[src/rtl/id_ex_stage.sv]
// ID/EX pipeline register feeding the EX-stage ALU.
// Holds the decoded instruction for one cycle and drives Ctl, Shamt,
// DataA and DataB straight into the ALU. DataA and DataB are forwarded
// from MEM or WB, with MEM taking priority. DataB can instead be the
// immediate when ALUSrc is set.
// Stall goes high for a load-use hazard, and the stage then loads a bubble.
// Flush also loads a bubble and overrides Stall.
//
// Ports
//   clk, rst                 clock; synchronous active-high reset
//   ID_*                     decoded instruction from ID
//   Flush                    kill the ID instruction (taken branch/jump)
//   MEM_*, WB_*              forwarding sources
//   Stall                    hold PC and IF/ID (combinational)
//   EX_*                     registered instruction and forwarded operands
module id_ex_stage #(
  parameter int DATA_W = 32,
  parameter int REG_W  = 5
) (
  input  logic              clk,
  input  logic              rst,
  input  logic              ID_Valid,
  input  logic [REG_W-1:0]  ID_Rs,
  input  logic [REG_W-1:0]  ID_Rt,
  input  logic [REG_W-1:0]  ID_Rd,
  input  logic [DATA_W-1:0] ID_RsData,
  input  logic [DATA_W-1:0] ID_RtData,
  input  logic [DATA_W-1:0] ID_Imm,
  input  logic              ID_ALUSrc,
  input  logic [2:0]        ID_Ctl,
  input  logic [4:0]        ID_Shamt,
  input  logic              ID_RegWrite,
  input  logic              ID_MemRead,
  input  logic              ID_MemWrite,
  input  logic              Flush,
  input  logic              MEM_RegWrite,
  input  logic [REG_W-1:0]  MEM_Rd,
  input  logic [DATA_W-1:0] MEM_Data,
  input  logic              WB_RegWrite,
  input  logic [REG_W-1:0]  WB_Rd,
  input  logic [DATA_W-1:0] WB_Data,
  output logic              Stall,
  output logic              EX_Valid,
  output logic [2:0]        EX_Ctl,
  output logic [4:0]        EX_Shamt,
  output logic [DATA_W-1:0] EX_DataA,
  output logic [DATA_W-1:0] EX_DataB,
  output logic [DATA_W-1:0] EX_StoreData,
  output logic [REG_W-1:0]  EX_Rd,
  output logic              EX_RegWrite,
  output logic              EX_MemRead,
  output logic              EX_MemWrite
);

  logic              valid_q;
  logic [REG_W-1:0]  rs_q;
  logic [REG_W-1:0]  rt_q;
  logic [REG_W-1:0]  rd_q;
  logic [DATA_W-1:0] rsdata_q;
  logic [DATA_W-1:0] rtdata_q;
  logic [DATA_W-1:0] imm_q;
  logic              alusrc_q;
  logic [2:0]        ctl_q;
  logic [4:0]        shamt_q;
  logic              regwrite_q;
  logic              memread_q;
  logic              memwrite_q;

  logic [DATA_W-1:0] fwd_a;
  logic [DATA_W-1:0] fwd_b;

  // Rt is compared even for instructions that do not read it.
  // A stall clears EX_MemRead, so it ends after one cycle.
  always_comb begin
    Stall = ~Flush & ID_Valid & valid_q & memread_q & (rd_q != '0) &
            ((rd_q == ID_Rs) | (rd_q == ID_Rt));
  end

  always_ff @(posedge clk) begin
    if (rst || Flush || Stall) begin
      valid_q    <= 1'b0;
      rs_q       <= '0;
      rt_q       <= '0;
      rd_q       <= '0;
      rsdata_q   <= '0;
      rtdata_q   <= '0;
      imm_q      <= '0;
      alusrc_q   <= 1'b0;
      ctl_q      <= '0;
      shamt_q    <= '0;
      regwrite_q <= 1'b0;
      memread_q  <= 1'b0;
      memwrite_q <= 1'b0;
    end else begin
      valid_q    <= ID_Valid;
      rs_q       <= ID_Rs;
      rt_q       <= ID_Rt;
      rd_q       <= ID_Rd;
      rsdata_q   <= ID_RsData;
      rtdata_q   <= ID_RtData;
      imm_q      <= ID_Imm;
      alusrc_q   <= ID_ALUSrc;
      ctl_q      <= ID_Ctl;
      shamt_q    <= ID_Shamt;
      regwrite_q <= ID_RegWrite;
      memread_q  <= ID_MemRead;
      memwrite_q <= ID_MemWrite;
    end
  end

  // Register 0 is never forwarded.
  always_comb begin
    fwd_a = rsdata_q;
    if (MEM_RegWrite && (MEM_Rd != '0) && (MEM_Rd == rs_q))
      fwd_a = MEM_Data;
    else if (WB_RegWrite && (WB_Rd != '0) && (WB_Rd == rs_q))
      fwd_a = WB_Data;

    fwd_b = rtdata_q;
    if (MEM_RegWrite && (MEM_Rd != '0) && (MEM_Rd == rt_q))
      fwd_b = MEM_Data;
    else if (WB_RegWrite && (WB_Rd != '0) && (WB_Rd == rt_q))
      fwd_b = WB_Data;
  end

  always_comb begin
    EX_Valid     = valid_q;
    EX_Ctl       = ctl_q;
    EX_Shamt     = shamt_q;
    EX_DataA     = fwd_a;
    EX_DataB     = alusrc_q ? imm_q : fwd_b;
    EX_StoreData = fwd_b;
    EX_Rd        = rd_q;
    EX_RegWrite  = regwrite_q;
    EX_MemRead   = memread_q;
    EX_MemWrite  = memwrite_q;
  end

endmodule

[config.mk]
export PLATFORM = sky130hd
export DESIGN_NAME = id_ex_stage
export DESIGN_NICKNAME = d
export VERILOG_FILES = /design/src/rtl/id_ex_stage.sv
export SDC_FILE = /design/constraint.sdc
export NUM_CORES = 1
export LEC_CHECK = 0
export ABC_AREA = 1
export BUFFER_PORTS_ARGS = -buffer_cell sky130_fd_sc_hd__buf_2
export CORE_MARGIN = 3
export CORE_UTILIZATION = 47
export CTS_BUF_LIST = sky130_fd_sc_hd__clkbuf_8 sky130_fd_sc_hd__clkbuf_16
export DETAILED_ROUTE_END_ITERATION = 10
export PLACE_DENSITY = 0.81
export SLEW_MARGIN = 15
export SYNTH_ARGS = -nofsm -noshare
export SYNTH_HDL_FRONTEND = slang
export SYNTH_SLANG_ARGS = --single-unit
[constraint.sdc]
create_clock -name clk -period 2.05 [get_ports clk]
set_clock_uncertainty 0.1 [all_clocks]
set_input_delay 0.3075 -clock clk [delete_from_list [all_inputs] [get_ports clk]]
set_output_delay 0.3075 -clock clk [all_outputs]
set_load 0.02 [all_outputs]
==> impl_results.md, run 1 <==
* Status: finished with violations
* Failing checks: negative setup slack
* Switching Power at approximately 2 mW
* Clock power share at 0.422
* Die Y-Extent at 123 um
* R2r startpoint: EX_Rd[1]
* Hold_sp: ID_RsData[5]
* CP Max Fanout at 13
* Clock sink count at 124
* Final worst path period share at 1.23
* Hold-critical path depth at 3
* H-tree depth at 4
* Full die area at ~15,000 sq um
* Number of global-route vias before repair at around 8,000
* Multi-input logic area at roughly 3300 sq um
* PortBufs at between 300 and 400
* Syn_nets at between 1,000 and 1,500
* Num rows at 41
* Core area at between 10,000 and 15,000 sq um
* CP arrival at ~2100 ps
* Critical path cell sequence: xor2_1 > nor3_4 > buf_4 > buf_8 > nand3_1 > nand3_1 > o21ai_0 > buf_2
* Initial antenna violation count at 2
* Clock transition at path regs at 50 ps
* Slew Limit Headroom at 0.757
* Critical Path RT at around 1600 ps
* Post-route setup slack at -475 ps
* Util after Layout at 0.823
* Clock tree root driver cell: clkbuf_16
* Total track usage at 0.359
* CP max-delay cell: dfxtp_1
* Vias per cell at ~5.4
* RSZ-0062 raised after global routing: true
* Final Max Tran Viols at 0
* Worst setup path class: reg -> out
* Commonest non-fill, non-tap cell in the layout: buf_2
* Max VDD drop at between 0.0006 and 0.0007 V
* Share of cells above drive strength 1 at 0.352
* Die span in x at 123 um
* Pin count of the biggest net entering global routing at 34
* Worst Reg-to-Reg Cells at 8
* Worst Hold End: rsdata_q[5]
* Hold slack at slightly below 8 ps
* Final hold violations at 0
* Gr ovfl total at 0
* Most used routing layer: met2
* Routed len/inst at between 15 and 20 um
* First-pass GRT wire length at 41,500 um
* Max-cap violations at 0
* Power Density at roughly 660 nW/um^2
* Dpl hpwl at approximately 17,000 um
* Endpoint class of the critical path: output port
* Met1 GRT Util at 0.378
* Most frequent cells in the layout: 247 x buf_2, 231 x inv_1, 136 x nand2_1, 130 x nor2_1, 122 x nand3_1
* GR Util met2 at 0.641
* First DRT Iteration DRCs at about 1,100
* # setup viols final at 97
* Internal power at 5.04 mW
* Register share of total power at 0.360
* Layout area overhead at 67.0%
* Pre-CTS setup slack at -146 ps
* Io pins at between 300 and 400
* R2R Path End: EX_Rd[3]
* Cell repeated most along the worst path: nand3_1
* DRC at 0
* Worst path buffer plus inverter count at 3
* Placed Instance Area at between 8000 and 9000 sq um
* Crit path time final at ~2500 ps
* CP delay by family, top: simple AND/OR/NAND/NOR gates
* HP Class: in -> reg
* ANT nets after route at 0
* Netlist cell types at 24
* Routed Wire Length at 29,600 um
* Routing usage on met3 at 0.0940
* TritonCTS buffer count at 17
* Net Sw Frac at 0.289
* Register area share after synthesis at 0.388
* Clk_lat worst skew at between 400 and 500 ps
* Overall via count from detail_route at ~8,500
* Startpoint Class: flop
* Filler Cells Inserted at between 700 and 800
* GP Congestion at ~0.87
* Post-Syn Instances at ~1,000
* CTS tree: yes
* Register-to-register setup slack at 260 ps
* CTS Buffer Depth at 2
* TritonRoute pass-1 iters at 6
* Final instance area at between 10,000 and 15,000 sq um
* Yosys Warn Count at 0
* Sequential Area at approximately 2500 sq um
* Nets at 1,595
* Leak Pwr at 6.10 nW
* Yosys reg bits at roughly 120
* Comb pwr share at 0.217
* Crit path largest cell delay at between 300 and 400 ps
* Initial Util at 0.493
* Fmax achieved at 396 MHz
* Worst Max-Slew Pin Slew at 361 ps
* Syn_area_per_cell at approximately 6.4 sq um
* Post-Syn Area at between 6000 and 7000 sq um
[cells in the mapped netlist]
master	n	area [sq um]
inv_1	230	863
nand3_1	164	821
nand2_1	149	559
nor2_1	133	499
dfxtp_1	124	2480
and2_1	32	200
nand4_1	32	200
buf_2	31	155
o21ai_0	19	95.1
clkbuf_1	15	56.3
xor2_1	15	131
o21ai_1	13	65.1
xnor2_1	10	87.6
buf_4	7	52.6
nor3_1	4	20.0
a21oi_1	3	15.0
buf_1	3	11.3
nand3_2	2	20.0
nor2_2	2	12.5
nand2_2	1	6.26
nor3_2	1	10.0
nor3_4	1	16.3
nor4_1	1	6.26
or2_0	1	6.26
[layer usage]
layer | vias up | routed length, um
li1 | 3802 | -
met1 | 3835 | 9930
met2 | 721 | 14800
met3 | 185 | 3200
met4 | 0 | 1710
met5 | - | 0
[final cells by class]
type / instances / area share
Sequential cell: 124 / 0.234
Multi-Input combinational cell: 583 / 0.306
Inverter: 230 / 0.0809
Clock buffer: 20 / 0.0437
Antenna cell: 2 / 0.000469
Tap cell: 172 / 0.0202
Timing Repair Buffer: 436 / 0.304
Clock inverter: 12 / 0.0114
[power groups by stage]
stage	Sequential [mW]	Combinational, mW	Clock, mW
global placement	2.59	1.16	0
global route	2.56	1.63	3.10
finish	2.56	1.54	2.99
floorplan	2.60	0.617	0
detailed placement	2.60	1.17	0
CTS	2.55	1.41	2.97
[worst min-delay path, delay by kind of cell]
family	cells	cell delay (ps)
buf+inv	2	140
simple gates	1	30
[timing repair]
action	CTS	global route
hold endpoints to repair	76	0
resized for setup	155	75
gates cloned	3	3
hold buffers	76	0
endpoints found under the setup margin	97	97
pin swaps	9	5
buffers inserted	4	0
[stage by stage]
stage / power, mW / TNS, ps / std cells
floorplan: 3.22 / 0 / 993
global placement: 3.75 / -906 / 1460
detailed placement: 3.77 / -2410 / 1460
CTS: 6.93 / -26040 / 1574
global route: 7.30 / -37420 / 1579
finish: 7.10 / -30860 / 1579
[registers in the layout (all words and copies together) (netlist names)]
name         flops
EX_Ctl           3
EX_MemRead       1
EX_MemWrite      1
EX_Rd            5
EX_RegWrite      1
EX_Shamt         5
EX_Valid         1
alusrc_q         1
imm_q           32
rs_q             5
rsdata_q        32
rt_q             5
rtdata_q        32
[cell families after synthesis]
kind of cell / share of synthesized area
XOR/XNOR: 0.0343
AND/OR/NAND/NOR: 0.372
buffers and inverters: 0.178
flip-flops: 0.388
AO/OA/AOI/OAI: 0.0274
[worst max path at each step]
stage | from | to | slack [ps] | cells past startpoint
after floorplan | rs_q[0] | EX_DataA[11] | 100 | 6
after global routing | rs_q[0] | EX_DataA[12] | -540 | 9
after global placement | MEM_Rd[1] | EX_DataA[0] | -130 | 8
after CTS | rs_q[1] | EX_DataA[5] | -340 | 9
final | rs_q[2] | EX_DataA[12] | -480 | 8
after detailed placement | WB_Rd[4] | EX_DataB[1] | -150 | 12
(Power assumes the default switching activity.)
==> inputs of run 2 (changes only) <==
SKIP_LAST_GASP = 1   (was unset)
==> impl_results.md, run 2 (synthesis gave the netlist of run 1 again) <==
* Status: finished with violations
* Failing checks: negative setup slack
* Hold_sp: ID_RtData[4]
* RSZ-0062 raised after global routing: true
* CP arrival at between 2000 and 2500 ps
* Max-cap violations at 0
* Clock sink count at 124
* H-tree depth at 4
* CTS Buffer Depth at 2
* Final worst path period share at 1.23
* Pin count of the biggest net entering global routing at 34
* R2R Path End: rs_q[3]
* Vias per cell at 5.71
* TritonCTS buffer count at 17
* Slew Limit Headroom at 0.773
* Register-to-register setup slack at -40 ps
* Io pins at about 320
* Startpoint Class: flop
* # setup viols final at 111
* Commonest non-fill, non-tap cell in the layout: buf_2
* Die span in x at between 100 and 150 um
* Pre-CTS setup slack at -146 ps
* CP Max Fanout at 15
* Dpl hpwl at between 15,000 and 20,000 um
* Share of cells above drive strength 1 at 0.391
* Initial Util at 0.493
* DRC at 0
* First DRT Iteration DRCs at about 1,300
* ANT nets after route at 0
* Core area at around 13,000 sq um
* Largest regs: imm_q x32, rsdata_q x32, rtdata_q x32
* Num rows at approximately 40
* Final hold violations at 0
* Crit path time final at 2520 ps
* Overall via count from detail_route at between 9,000 and 10,000
* Number of global-route vias before repair at about 8,000
* TritonRoute pass-1 iters at 7
* Max VDD drop at around 0.00063 V
* Filler Cells Inserted at ~600
* Leak Pwr at roughly 6.2 nW
* Power Density at around 650 nW/um^2
* Endpoint class of the critical path: output port
* Layout area overhead at 75.7%
* Clk_lat worst skew at about 420 ps
* Total track usage at 0.345
* GP Congestion at 0.872
* Power, Total at 7.31 mW
* PortBufs at 316
* Final Max Tran Viols at 0
* Fmax achieved at just under 400 MHz
* Routed len/inst at approximately 22 um
* Clock tree root driver cell: clkbuf_16
* Worst setup path class: reg -> out
* Routed Wire Length at 34,100 um
* Worst Hold End: rtdata_q[4]
* Critical Path RT at around 1600 ps
* Gr ovfl total at 0
* Worst Max-Slew Pin Slew at around 340 ps
* Post-route setup slack at -470 ps
* Most frequent cells in the layout: 244 x buf_2, 230 x inv_1, 130 x nor2_1, 114 x dfxtp_1, 113 x nand3_1
* First-pass GRT wire length at around 40,000 um
* Hold-critical path depth at 3
* Clock transition at path regs at 70 ps
* R2r startpoint: EX_Rd[3]
* Full die area at 15,000 sq um
* Nets at around 1,600
* HP Class: in -> reg
* Worst Reg-to-Reg Cells at 9
* CTS tree: yes
* Initial antenna violation count at 4
* Die Y-Extent at 123 um
==> run 2: cell types whose count changed in the layout (fill, tap and decap cells not counted), moves of 14 or more <==
cell / before / now
nand2_1: 136 / 108
nand3_4: 2 / 19
nand2_2: 12 / 27
and2_1: 29 / 15
buf_6: 29 / 51
and2_4: 3 / 17
buf_4: 62 / 44
==> run 2: through the flow <==
step	hold WS (ps)	area (sq um)	util	std cells	TNS, ps
2_1_floorplan	320	6390	-	993	0
3_3_place_gp	420	8370	0.645	1460	-906
3_5_place_dp	421	8370	0.645	1460	-2410
4_1_cts	0.114	10100	0.776	1574	-27380
5_1_grt	14.2	11200	0.865	1586	-46510
6_report	2.12	11200	0.865	1586	-35400
==> run 2: per-layer routing <==
metal,track usage,share of wire,vias to the layer above
met5,0,0,-
met4,0.199,0.081,0
met3,0.0926,0.12,282
met2,0.612,0.47,914
met1,0.368,0.32,4047
li1,-,-,3806
==> run 2: cell type report <==
cell class                 instances  area, sq um  share of cell area
antenna                            4         10.0            0.000891
clock buffer                      20          467              0.0416
clock inverter                    12          121              0.0108
inverter                         230          863              0.0769
multi-input combinational        583         3620               0.323
sequential                       124         2500               0.223
tap                              172          215              0.0192
timing repair buffer             441         3430               0.305
==> run 2: where the power goes <==
part	switching (mW)	internal, mW	leakage (nW)	total (mW)
clock network	1.19	1.87	0.281	3.06
registers	0.0594	2.51	1.02	2.57
logic	0.961	0.728	4.92	1.69
==> run 2: what timing repair did <==
action | CTS | global route
pin swaps | 8 | 25
setup buffers | 4 | 3
gates cloned | 3 | 5
gates resized for setup | 81 | 254
hold buffers | 76 | 0
setup endpoints to repair | 97 | 97
hold endpoints to repair | 76 | 0
==> run 2: worst max path at each step <==
stage | start | to | cells after the start
final | rt_q[0] | EX_DataB[0] | 10
after global routing | rs_q[0] | EX_DataA[4] | 9
after CTS | rs_q[2] | EX_DataA[0] | 8
after detailed placement | WB_Rd[4] | EX_DataB[1] | 12
after global placement | MEM_Rd[1] | EX_DataA[0] | 8
after floorplan | rs_q[0] | EX_DataA[11] | 6
==> run 2: critical path, cell delays in order, from the launching register on <==
cell and delay (ps):
dfxtp_4 360, xnor2_2 130, nand2_2 80, nor2_4 170
buf_12 140, buf_12 140, nand4_1 210, nand3_4 160
nand3_2 100, nand2_2 90, buf_6 120
==> inputs of run 3 (changes only) <==
BUFFER_PORTS_ARGS = unset   (was -buffer_cell sky130_fd_sc_hd__buf_2)
CORE_AREA = 3 3 123 125   (was unset)
CORE_MARGIN = unset   (was 3)
CORE_UTILIZATION = unset   (was 47)
DIE_AREA = 0 0 126 128   (was unset)
DONT_BUFFER_PORTS = 1   (was unset)
PLACE_DENSITY = 0.58   (was 0.81)
clock period = 3.09 ns   (was 2.05 ns; I/O delays follow)
==> impl_results.md, run 3 (synthesis gave the netlist of run 1 again) <==
* Die Y-Extent at roughly 130 um
* Core area at about 14,000 sq um
* Crit path largest cell delay at roughly 370 ps
* ANT cells at 0
* TritonCTS buffer count at 17
* CTS Buffer Depth at 2
* Vias per cell at 5.10
* R2r startpoint: EX_Rd[3]
* Slew Limit Headroom at 0.581
* Startpoint Class: flop
* Filler Cells Inserted at approximately 1,400
* Post-CTS Repair Setup Buffers at 0
* Max VDD drop at around 0.00040 V
* Final worst path period share at 0.904
* PortBufs at 0
* CP Max Fanout at 17
* Power, Total at 4.36 mW
* HP Class: in -> reg
* Leak Pwr at roughly 4.1 nW
* # setup viols final at 0
* Worst Max-Slew Pin Slew at between 600 and 700 ps
* Number of global-route vias before repair at about 5,900
* Critical path cell sequence: xnor2_1 > nand2_1 > nor2_4 > nand3_2 > buf_12 > nand2_1 > nand3_1 > nand3_1 > nand2_1
* ANT nets after route at 0
* Commonest non-fill, non-tap cell in the layout: inv_1
* Hold_sp: ID_ALUSrc
* Final TNS setup at 0 ps
* CP delay by family, top: simple AND/OR/NAND/NOR gates
* Dpl hpwl at between 10,000 and 15,000 um
* CP arrival at 2230 ps
* Clock transition at path regs at approximately 60 ps
* Max-cap violations at 0
* Initial antenna violation count at 0
* Fin cells at 1,196
* Hold slack at approximately 50 ps
* Layout area overhead at 16.2%
* Worst Reg-to-Reg Cells at 8
* Status: complete, no violations
* Die span in x at 126 um
* First-pass GRT wire length at approximately 32,000 um
* Initial Util at 0.457
* Clk_lat worst skew at between 400 and 500 ps
* Most frequent cells in the layout: 230 x inv_1, 163 x nand3_1, 149 x nand2_1, 131 x nor2_1, 123 x dfxtp_1
* Io pins at ~320
* Overall via count from detail_route at 6,095
* Hold-fix buffers, CTS at 0
* RSZ-0062 raised after global routing: false
* Routed Wire Length at roughly 21,000 um
* Full die area at between 15,000 and 20,000 sq um
* Share of cells above drive strength 1 at 0.0886
* Endpoint class of the critical path: output port
* Pin count of the biggest net entering global routing at 65
* Hold-critical path depth at 2
* Num rows at 43
* TritonRoute pass-1 iters at 5
* Crit path time final at around 2800 ps
* R2R Path End: rtdata_q[17]
* Sequential Area at approximately 2500 sq um
* Final Max Tran Viols at 0
* Gr ovfl total at 0
* CTS tree: yes
* Worst setup path class: reg -> out
* Placed cells at 1,164
* Nets at 1,206
* Post-cts sizing count at 0
* Fmax achieved at 358 MHz
* First DRT Iteration DRCs at between 400 and 500
* Power Density at 586 nW/um^2
* GP Congestion at 0.856
* Worst path buffer plus inverter count at 1
* Clock tree root driver cell: clkbuf_16
* Total track usage at 0.253
* Clock sink count at around 120
* Routed len/inst at 17.4 um
* Cell repeated most along the worst path: nand2_1
* Critical Path RT at roughly 2500 ps
* Final hold violations at 0
* Multi-input logic area at about 2800 sq um
* H-tree depth at 4
* Worst Hold End: alusrc_q
* Largest regs: imm_q x32, rsdata_q x32, rtdata_q x32
* DRC at 0
* Register-to-register setup slack at 920 ps
* CP max-delay cell: dfxtp_1
## run 3: changes by cell type in the layout (fill, tap and decap cells not counted), moves of 19 or more
cell and delta:
dlygate4sd3_1 -76, buf_6 -51, nand3_2 -31, nand2_1 +41, nand3_1 +50, buf_2 -244, nand3_4 -19, nand2_2 -27
## run 3: where the power goes
group	switching (mW)	leakage [nW]	internal [mW]
sequential	0.0350	1.02	1.66
clock	0.758	0.295	1.34
combinational	0.396	2.75	0.163
total	1.19	4.06	3.17
## run 3: worst max path at each step
stage / cells after the start / slack (ps) / to / start
finish: 9 / 300 / EX_DataB[22] / rt_q[0]
global route: 9 / 70 / EX_DataB[30] / rt_q[0]
CTS: 9 / 250 / EX_DataB[22] / rt_q[0]
detailed placement: 9 / 580 / EX_DataB[22] / WB_Rd[0]
global placement: 9 / 600 / EX_DataB[22] / WB_Rd[0]
floorplan: 5 / 850 / EX_DataA[11] / MEM_Rd[3]
## run 3: area by class of cell
type	instances	area share
Clock buffer	20	0.0628
Clock inverter	12	0.0216
Inverter	230	0.116
Multi-Input combinational cell	583	0.379
Sequential cell	124	0.334
Tap cell	180	0.0303
Timing Repair Buffer	47	0.0559
## run 3: metal layers
metal  track usage  part of all wire  up-vias  wire length, um
met1         0.289              0.39     2745             8030
li1              -                 -     3013                -
met4        0.0921             0.024        0              510
met3        0.0867             0.096       39             2010
met5             0                 0        -                0
met2         0.440              0.49      298            10300
## run 3: worst register-to-register path, cell delays in order, from the launching register on
cell and delay, ps:
dfxtp_1 420, or2_0 260, a21oi_1 180, nand3_1 90, nand2_1 70, nand2_1 90
nand2_4 340, buf_4 400, nor2_1 90
## run 3: through the flow
stage                     utilization  setup WS [ps]  area [sq um]
after floorplan                     -            850          6390
after global placement          0.486            595          6800
after detailed placement        0.486            583          6800
after CTS                       0.531            246          7430
after global routing            0.531           74.2          7430
final                           0.531            297          7430
